### src/rtl/gf_add_accum.sv
// rtl/gf_add_accum.sv - streaming integer + GF(2^WIDTH) burst accumulator
//
// Purpose: accumulates a and b over a burst (closed by in_last or by MAX_LEN
// beats). It keeps two running results: the integer sum mod 2^WIDTH with a
// sticky wrap flag, and the GF(2^WIDTH) sum, which is a bitwise XOR. Each burst
// result is presented through a registered valid/ready output stage.
//
// Ports:
//   clk, rst_n            clock, asynchronous active-low reset
//   in_valid / in_ready   operand beat handshake
//   in_a, in_b, in_last   operands and end-of-burst marker
//   out_valid / out_ready result handshake
//   out_sum, out_gf       integer and GF sums of the burst
//   out_ovf               integer sum wrapped at least once
//   out_count             beats in the burst
//   out_trunc             burst closed by MAX_LEN without in_last
module gf_add_accum #(
    parameter int WIDTH   = 32,
    parameter int MAX_LEN = 16,
    localparam int CNT_W  = $clog2(MAX_LEN + 1)
) (
    input  logic             clk,
    input  logic             rst_n,
    input  logic             in_valid,
    output logic             in_ready,
    input  logic [WIDTH-1:0] in_a,
    input  logic [WIDTH-1:0] in_b,
    input  logic             in_last,
    output logic             out_valid,
    input  logic             out_ready,
    output logic [WIDTH-1:0] out_sum,
    output logic [WIDTH-1:0] out_gf,
    output logic             out_ovf,
    output logic [CNT_W-1:0] out_count,
    output logic             out_trunc
);

    typedef enum logic {
        IDLE = 1'b0,
        ACC  = 1'b1
    } state_t;

    state_t state, state_next;

    logic [WIDTH-1:0] acc_sum;
    logic [WIDTH-1:0] acc_gf;
    logic             acc_ovf;
    logic [CNT_W-1:0] cnt;

    logic             beat;
    logic             close;
    logic             hit_max;
    logic [WIDTH-1:0] base_sum;
    logic [WIDTH-1:0] base_gf;
    logic             base_ovf;
    logic [CNT_W-1:0] base_cnt;
    logic [WIDTH+1:0] sum_wide;
    logic [WIDTH-1:0] new_sum;
    logic [WIDTH-1:0] new_gf;
    logic             new_ovf;
    logic [CNT_W-1:0] new_cnt;

    // Stall only while a result is held and the consumer is not taking it.
    // A closing beat can therefore land in the same cycle as a drain.
    assign in_ready = !(out_valid && !out_ready);
    assign beat     = in_valid && in_ready;

    always_comb begin
        // A burst that opens in IDLE starts from zero.
        if (state == IDLE) begin
            base_sum = '0;
            base_gf  = '0;
            base_ovf = 1'b0;
            base_cnt = '0;
        end else begin
            base_sum = acc_sum;
            base_gf  = acc_gf;
            base_ovf = acc_ovf;
            base_cnt = cnt;
        end

        // Two guard bits: the sum of three WIDTH-bit terms can carry by up to 2.
        sum_wide = {2'b00, base_sum} + {2'b00, in_a} + {2'b00, in_b};
        new_sum  = sum_wide[WIDTH-1:0];
        new_ovf  = base_ovf | (sum_wide[WIDTH+1:WIDTH] != 2'b00);
        new_gf   = base_gf ^ in_a ^ in_b;
        new_cnt  = base_cnt + CNT_W'(1);
        hit_max  = (new_cnt == CNT_W'(MAX_LEN));
        close    = beat && (in_last || hit_max);
    end

    always_comb begin
        state_next = state;
        if (beat) begin
            state_next = close ? IDLE : ACC;
        end
    end

    always_ff @(posedge clk or negedge rst_n) begin
        if (!rst_n) begin
            state <= IDLE;
        end else begin
            state <= state_next;
        end
    end

    always_ff @(posedge clk or negedge rst_n) begin
        if (!rst_n) begin
            acc_sum <= '0;
            acc_gf  <= '0;
            acc_ovf <= 1'b0;
            cnt     <= '0;
        end else if (beat) begin
            if (close) begin
                acc_sum <= '0;
                acc_gf  <= '0;
                acc_ovf <= 1'b0;
                cnt     <= '0;
            end else begin
                acc_sum <= new_sum;
                acc_gf  <= new_gf;
                acc_ovf <= new_ovf;
                cnt     <= new_cnt;
            end
        end
    end

    // Output registers load only on a close; otherwise they hold, which keeps
    // them stable while the consumer applies backpressure.
    always_ff @(posedge clk or negedge rst_n) begin
        if (!rst_n) begin
            out_valid <= 1'b0;
            out_sum   <= '0;
            out_gf    <= '0;
            out_ovf   <= 1'b0;
            out_count <= '0;
            out_trunc <= 1'b0;
        end else if (close) begin
            out_valid <= 1'b1;
            out_sum   <= new_sum;
            out_gf    <= new_gf;
            out_ovf   <= new_ovf;
            out_count <= new_cnt;
            out_trunc <= hit_max && !in_last;
        end else if (out_ready) begin
            out_valid <= 1'b0;
        end
    end

endmodule

### config.mk
export PLATFORM = sky130hd
export DESIGN_NAME = gf_add_accum
export DESIGN_NICKNAME = d
export VERILOG_FILES = /design/src/rtl/gf_add_accum.sv
export SDC_FILE = /design/constraint.sdc
export NUM_CORES = 1
export LEC_CHECK = 0
export ABC_CLOCK_PERIOD_IN_PS = 5000
export CORE_MARGIN = 2
export CORE_UTILIZATION = 55
export DETAILED_ROUTE_END_ITERATION = 7
export GPL_TIMING_DRIVEN = 0
export MAX_ROUTING_LAYER = met4
export PLACE_DENSITY = 0.83
export SLEW_MARGIN = 20
export SYNTH_ARGS = -nofsm -noshare
export SYNTH_HDL_FRONTEND = slang
export SYNTH_SLANG_ARGS = --single-unit
export TNS_END_PERCENT = 1
### constraint.sdc
create_clock -name clk -period 5 [get_ports clk]
set_input_delay 1 -clock clk [delete_from_list [all_inputs] [get_ports clk]]
set_output_delay 1 -clock clk [all_outputs]
set_load 0.03 [all_outputs]
# Word level (Yosys, flattened, before mapping)
# Index checks and enable logic that the tools add are counted.
# classes
n_addsub	3
n_eq_ne	1
mux	11
bitwise_logic	3
reduce_logical	10
# op_table
operator	n
32-bit 2-to-1 mux	4
32-bit XOR	2
33-bit by 32-bit adder with 34-bit output	1
32-bit by 32-bit adder with 33-bit output	1
5-bit 2-to-1 mux	2
5-bit by 1-bit adder with 5-bit output (second input constant)	1
5-bit == test (second input constant)	1
1-bit 2-to-1 mux	5
1-bit logical AND	4
2-bit nonzero test	2
1-bit logical NOT	3
1-bit logical OR	1
1-bit OR	1
# totals
ff_bits	143
word_cells	39

# Depth between registers and ports, before layout
# Gate-level depths: netlist of run 1.
# logic_depth
word_depth	6
depth_mapped	18

# Worst setup path before layout of run 1
# Ideal clock, no wire load.
# synth_path
kind	register to register
startpoint	register state
endpoint	register acc_ovf
arrival_time_ns	3.528
required_time_ns	4.875
setup_slack_ns	1.347
stages_incl_launch_ff	16
synth_period_minus_slack_ns	3.653
cell_sequence	dfrtp_1 buf_8 clkbuf_1 clkbuf_1 and2_1 fa_1 ha_1 a21o_1 a31oi_1 o22ai_1 nor4_4 o221ai_4 a31oi_4 a21oi_2 a221oi_2 o21ai_1
# synth_between
elab_chain_len	6
elab_cells_between_ends	12
classes_between	3 x add/sub; 1 x eq/ne; 4 x mux; 1 x bitwise; 3 x reduce/logical
# synth_lines
element	line_no	text
start: declaration	43	state_t state, state_next;
start signal: assignment	103	state <= state_next;
32-bit 2-to-1 mux / 5-bit 2-to-1 mux (equally long branches)	70	if (state == IDLE) begin
32-bit by 32-bit adder with 33-bit output / 5-bit by 1-bit adder with 5-bit output (equally long branches)	83, 87	
33-bit by 32-bit adder with 34-bit output / 5-bit == test (equally long branches)	83, 88	
2-bit nonzero test / 1-bit logical OR (equally long branches)	85, 89	
1-bit OR / 1-bit logical AND (equally long branches)	85, 89	
1-bit 2-to-1 mux *	114	if (close) begin
end signal: assignment	122	acc_ovf <= new_ovf;
end: declaration	47	logic acc_ovf;
# Every way passes the cells marked *; elsewhere a longest branch is shown, timed or not.
# A chain may end at the register's enable or synchronous reset.

# Worst setup path after layout of run 1
# layout_path
startpoint	input in_a[1]
endpoint	register out_sum[31]
# layout_between
elab_chain_len	2
# layout_lines
element	line_no	text
start: declaration	26	input logic [WIDTH-1:0] in_a,
32-bit by 32-bit adder with 33-bit output	83	sum_wide = {2'b00, base_sum} + {2'b00, in_a} + {2'b00, in_b};
33-bit by 32-bit adder with 34-bit output	83	
end signal: assignment	140	out_sum <= new_sum;
end: declaration	31	output logic [WIDTH-1:0] out_sum,
# No other way between the ends.

==> flow_results.xml, run 1 <==
<?xml version="1.0" encoding="UTF-8"?>
<metrics>
  <group name="worst_setup_path">
    <metric name="timing.critical_path.required" unit="ps">5290</metric>
    <metric name="critical-path-top-delay-family" unit="">compound AO/OA/AOI/OAI gates</metric>
    <metric name="path_class" unit="">primary input to register</metric>
    <metric name="cp_common_cell" unit="">sky130_fd_sc_hd__inv_1</metric>
    <metric name="timing.critical_path.cells" unit="">clkdlybuf4s50_1 -&gt; inv_1 -&gt; fa_1 -&gt; inv_1 -&gt; ha_1 -&gt; inv_1 -&gt; fa_1 -&gt; nor2b_1 -&gt; o31a_1 -&gt; o21ai_1 -&gt; a21oi_1 -&gt; o21ai_1 -&gt; a211o_1 -&gt; a21oi_1 -&gt; xnor2_1 -&gt; o21ai_0</metric>
    <metric name="critical-path-slowest-cell" unit="">sky130_fd_sc_hd__clkdlybuf4s50_1</metric>
    <metric name="timing.critical_path.slowest_cell_delay" unit="ps">510</metric>
    <metric name="crit_arrival" unit="ps">4650</metric>
    <metric name="worst_path_buffer_plus_inverter_count" unit="">4</metric>
    <metric name="critical_path.endpoint_type" unit="">register</metric>
    <metric name="path_max_fanout" unit="">3</metric>
    <metric name="critPathLaunchType" unit="">primary input</metric>
  </group>
  <group name="grt">
    <metric name="grt_util_all_layers" unit="%">30.7</metric>
    <metric name="grt_max_degree" unit="">93</metric>
    <metric name="number_of_antenna_violations_at_the_first_check_in_global_routing" unit="">0</metric>
    <metric name="grt_pass1_vias" unit="">7895</metric>
    <metric name="grt.overflow.total" unit="">0</metric>
    <metric name="grt_pass1_wl" unit="mm">41.3</metric>
  </group>
  <group name="place">
    <metric name="place.port_buffers" unit="">141</metric>
    <metric name="hpwl" unit="mm">19.1</metric>
    <metric name="finalWeightedCongestion" unit="">0.961</metric>
    <metric name="detailed_place.area" unit="um^2">10900</metric>
    <metric name="numPlacedInstances" unit="">1346</metric>
  </group>
  <group name="timing">
    <metric name="finalSetupTns" unit="ps">0</metric>
    <metric name="hold_ws" unit="ps">473</metric>
    <metric name="hold_viol" unit="">0</metric>
    <metric name="max_slew_margin" unit="%">50.7</metric>
    <metric name="grt_setup_unrepaired" unit="">no</metric>
    <metric name="slew_viol_final" unit="">0</metric>
    <metric name="max_freq" unit="MHz">229</metric>
    <metric name="period_share" unit="%">87.4</metric>
    <metric name="tightest_slew" unit="ps">739</metric>
    <metric name="tmin_final" unit="ps">4370</metric>
    <metric name="skew" unit="ps">8.05</metric>
    <metric name="finalSetupViolations" unit="">0</metric>
  </group>
  <group name="yosys">
    <metric name="ys_top_cells_by_count" unit="">sky130_fd_sc_hd__nand2_1 (212), sky130_fd_sc_hd__dfrtp_1 (143), sky130_fd_sc_hd__xnor2_1 (116)</metric>
    <metric name="synth.yosys.warnings" unit="">0</metric>
    <metric name="synth.area.top_cells" unit="">sky130_fd_sc_hd__dfrtp_1 (39%), sky130_fd_sc_hd__xnor2_1 (11%), sky130_fd_sc_hd__nand2_1 (8.7%), sky130_fd_sc_hd__fa_1 (7.2%), sky130_fd_sc_hd__o21ai_0 (5.9%)</metric>
    <metric name="ys_types" unit="">63</metric>
    <metric name="synth_top_flop_cell" unit="">sky130_fd_sc_hd__dfrtp_1</metric>
    <metric name="synth_top_area_share" unit="%">39.2</metric>
    <metric name="synth_seq_area_share" unit="%">39.2</metric>
    <metric name="syn_nets" unit="">1119</metric>
    <metric name="synth.avg_cell_area" unit="um^2">9.28</metric>
    <metric name="synth-async-reset-ratio" unit="%">100</metric>
    <metric name="synthesized_cell_area" unit="um^2">9130</metric>
    <metric name="postSynthCellCount" unit="">984</metric>
    <metric name="yosysMostFrequentCell" unit="">sky130_fd_sc_hd__nand2_1</metric>
    <metric name="edff_count_synth" unit="">0</metric>
    <metric name="synth-seq-cells" unit="">143</metric>
    <metric name="largest_area_contributor_in_the_netlist" unit="">sky130_fd_sc_hd__dfrtp_1</metric>
  </group>
  <group name="power_and_ir_drop">
    <metric name="power_consumption" unit="W">0.00566</metric>
    <metric name="powerDensity" unit="nW/um^2">495</metric>
    <metric name="p_leak" unit="nW">4.91</metric>
    <metric name="vdd_ir_drop_max" unit="V">0.000328</metric>
  </group>
  <group name="detailed_routing">
    <metric name="vias" unit="">7817</metric>
    <metric name="post_route_antenna_net_violation_count" unit="">0</metric>
    <metric name="drt_pass1_iterations" unit="">5</metric>
    <metric name="vias_per_inst" unit="">5.68</metric>
    <metric name="dr.first_iter.drc_count" unit="">666</metric>
    <metric name="routed_wire_length_per_instance" unit="um">18.4</metric>
    <metric name="route.detailed.drc" unit="">0</metric>
    <metric name="routed_wirelength" unit="mm">25.3</metric>
  </group>
  <group name="status">
    <metric name="status" unit="">completed</metric>
  </group>
  <group name="cells_and_area">
    <metric name="share_of_layout_cells_above_drive_strength_1" unit="%">6.23</metric>
    <metric name="design.final.nets" unit="">1279</metric>
    <metric name="antennaDiodeCount" unit="">0</metric>
    <metric name="areaGrowthSynthToFinish" unit="%">25.2</metric>
    <metric name="layoutNonFillerInstCount" unit="">1376</metric>
    <metric name="filler_cell_count_in_the_final_layout" unit="">1265</metric>
    <metric name="multi_input_area" unit="um^2">5230</metric>
    <metric name="regArea" unit="um^2">3580</metric>
    <metric name="design_area" unit="um^2">11400</metric>
  </group>
  <group name="floorplan">
    <metric name="design.core.area" unit="um^2">16400</metric>
    <metric name="die_h" unit="um">133</metric>
    <metric name="initial_util" unit="%">55.7</metric>
    <metric name="ioPinCount" unit="">142</metric>
    <metric name="die_area" unit="um^2">17700</metric>
    <metric name="number_of_rows_in_the_core_area" unit="">47</metric>
    <metric name="die_width" unit="um">133</metric>
  </group>
  <group name="clock_tree">
    <metric name="cts_root_buffer" unit="">sky130_fd_sc_hd__clkbuf_16</metric>
    <metric name="cts-buffers-inserted" unit="">17</metric>
    <metric name="post-cts-setup-buffer-count" unit="">0</metric>
    <metric name="htreeDepth" unit="">4</metric>
    <metric name="clock_tree.buffer_depth" unit="">2</metric>
    <metric name="holdBufCountCts" unit="">0</metric>
    <metric name="cts.sink_count" unit="">143</metric>
    <metric name="worstSkewPairLatency" unit="ps">420</metric>
    <metric name="tritoncts_clock_tree" unit="">done</metric>
    <metric name="cts_resized" unit="">0</metric>
    <metric name="worst_setup_hold_path_clk_slew" unit="ps">60</metric>
  </group>
  <group name="hold_path">
    <metric name="min_path_type" unit="">register to register</metric>
  </group>
  <group name="flow_run">
    <metric name="drv.max_cap_violation_count" unit="">0</metric>
  </group>
</metrics>
## per-stage QoR
| step | setup slack (ps) | util (%) |
|---|---|---|
| global route | 440 | 69.7 |
| CTS | 257 | 69.7 |
| floorplan | 1350 | - |
| finish | 631 | 69.7 |
| global placement | -2970 | 65.9 |
| detailed placement | 273 | 66.1 |
## worst register-to-register path, delay by kind of cell, from the launching register on
family                     cells  cell delay (ps)
AOI/OAI and AO/OA              7             1460
DFF                            1              390
buffers and inverters          4              760
xor gates and xnor gates       1              220
and+or+nand+nor                2              360
adders and majority gates      3             1020
## power breakdown
part | switching, W | internal [W] | leakage, nW | total (W)
Clock | 0.000491 | 0.000791 | 0.282 | 0.00128
Sequential | 0.000235 | 0.00152 | 1.81 | 0.00176
Combinational | 0.00152 | 0.00110 | 2.81 | 0.00262
Total | 0.00224 | 0.00342 | 4.91 | 0.00566
## worst paths after layout
kind / slack (ps) / cells past startpoint / startpoint / to
worst min-delay path: 470 / 2 / acc_sum[6] / acc_sum[6]
min in group asynchronous: 590 / 1 / rst_n / out_sum[5]
worst max register to register: 650 / 17 / state / out_sum[31]
worst max-delay path: 630 / 16 / in_a[1] / out_sum[31]
worst min register to register: 470 / 2 / acc_sum[6] / acc_sum[6]
max in group asynchronous: 3690 / 2 / rst_n / out_gf[26]
## layout make-up
type / instances / share of cell area (%)
inverter: 12 / 0.394
timing repair buffer: 142 / 12.6
clock inverter: 11 / 1.24
buffer: 51 / 2.43
multi-input combinational: 777 / 45.7
sequential: 143 / 31.3
clock buffer: 20 / 3.91
tap: 220 / 2.41
## flip-flops by register name (all words and copies together) (netlist names)
register   cells
acc_gf        32
acc_ovf        1
acc_sum       32
cnt            5
out_count      5
out_gf        32
out_ovf        1
out_sum       32
out_trunc      1
out_valid      1
state          1
## cell usage in the layout (no fill, tap or decap), drive strengths merged, types with 14 or more instances in the layout
master and count:
a21o 17, a21oi 59, and2 38, buf 21, clkbuf 52, clkdlybuf4s50 140
dfrtp 143, fa 33, ha 33, nand2 212, nor2 14, nor3 32
o21ai 115, xnor2 116
## kinds of logic (layout without fill, tap and decap cells)
| kind of cell | Yosys count | in the layout | synth area share [%] |
|---|---|---|---|
| AO/OA/AOI/OAI | 242 | 242 | 15.9 |
| XOR/XNOR | 125 | 125 | 12.0 |
| adder cells (fa/ha/maj) | 66 | 66 | 11.8 |
| buffers and inverters | 64 | 236 | 3.58 |
| flip-flops | 143 | 143 | 39.2 |
| multiplexers | 6 | 6 | 0.699 |
| AND/OR/NAND/NOR | 338 | 338 | 16.9 |
## layer usage
metal | global-route usage [%] | share of wire (%) | up-vias
met5 | - | 0 | -
met4 | 10.6 | 2.4 | 0
met3 | 4.75 | 7.0 | 44
li1 | - | - | 3670
met1 | 41.1 | 43 | 3805
met2 | 48.1 | 48 | 298
Power figures use the tool's default switching activity.
==> run 2, diff against run 1 <==
Settings changed: CTS_CLUSTER_DIAMETER from default to 50.
==> results of run 2 <==
No change in the layout: final DEF, timing and power equal those of run 1.
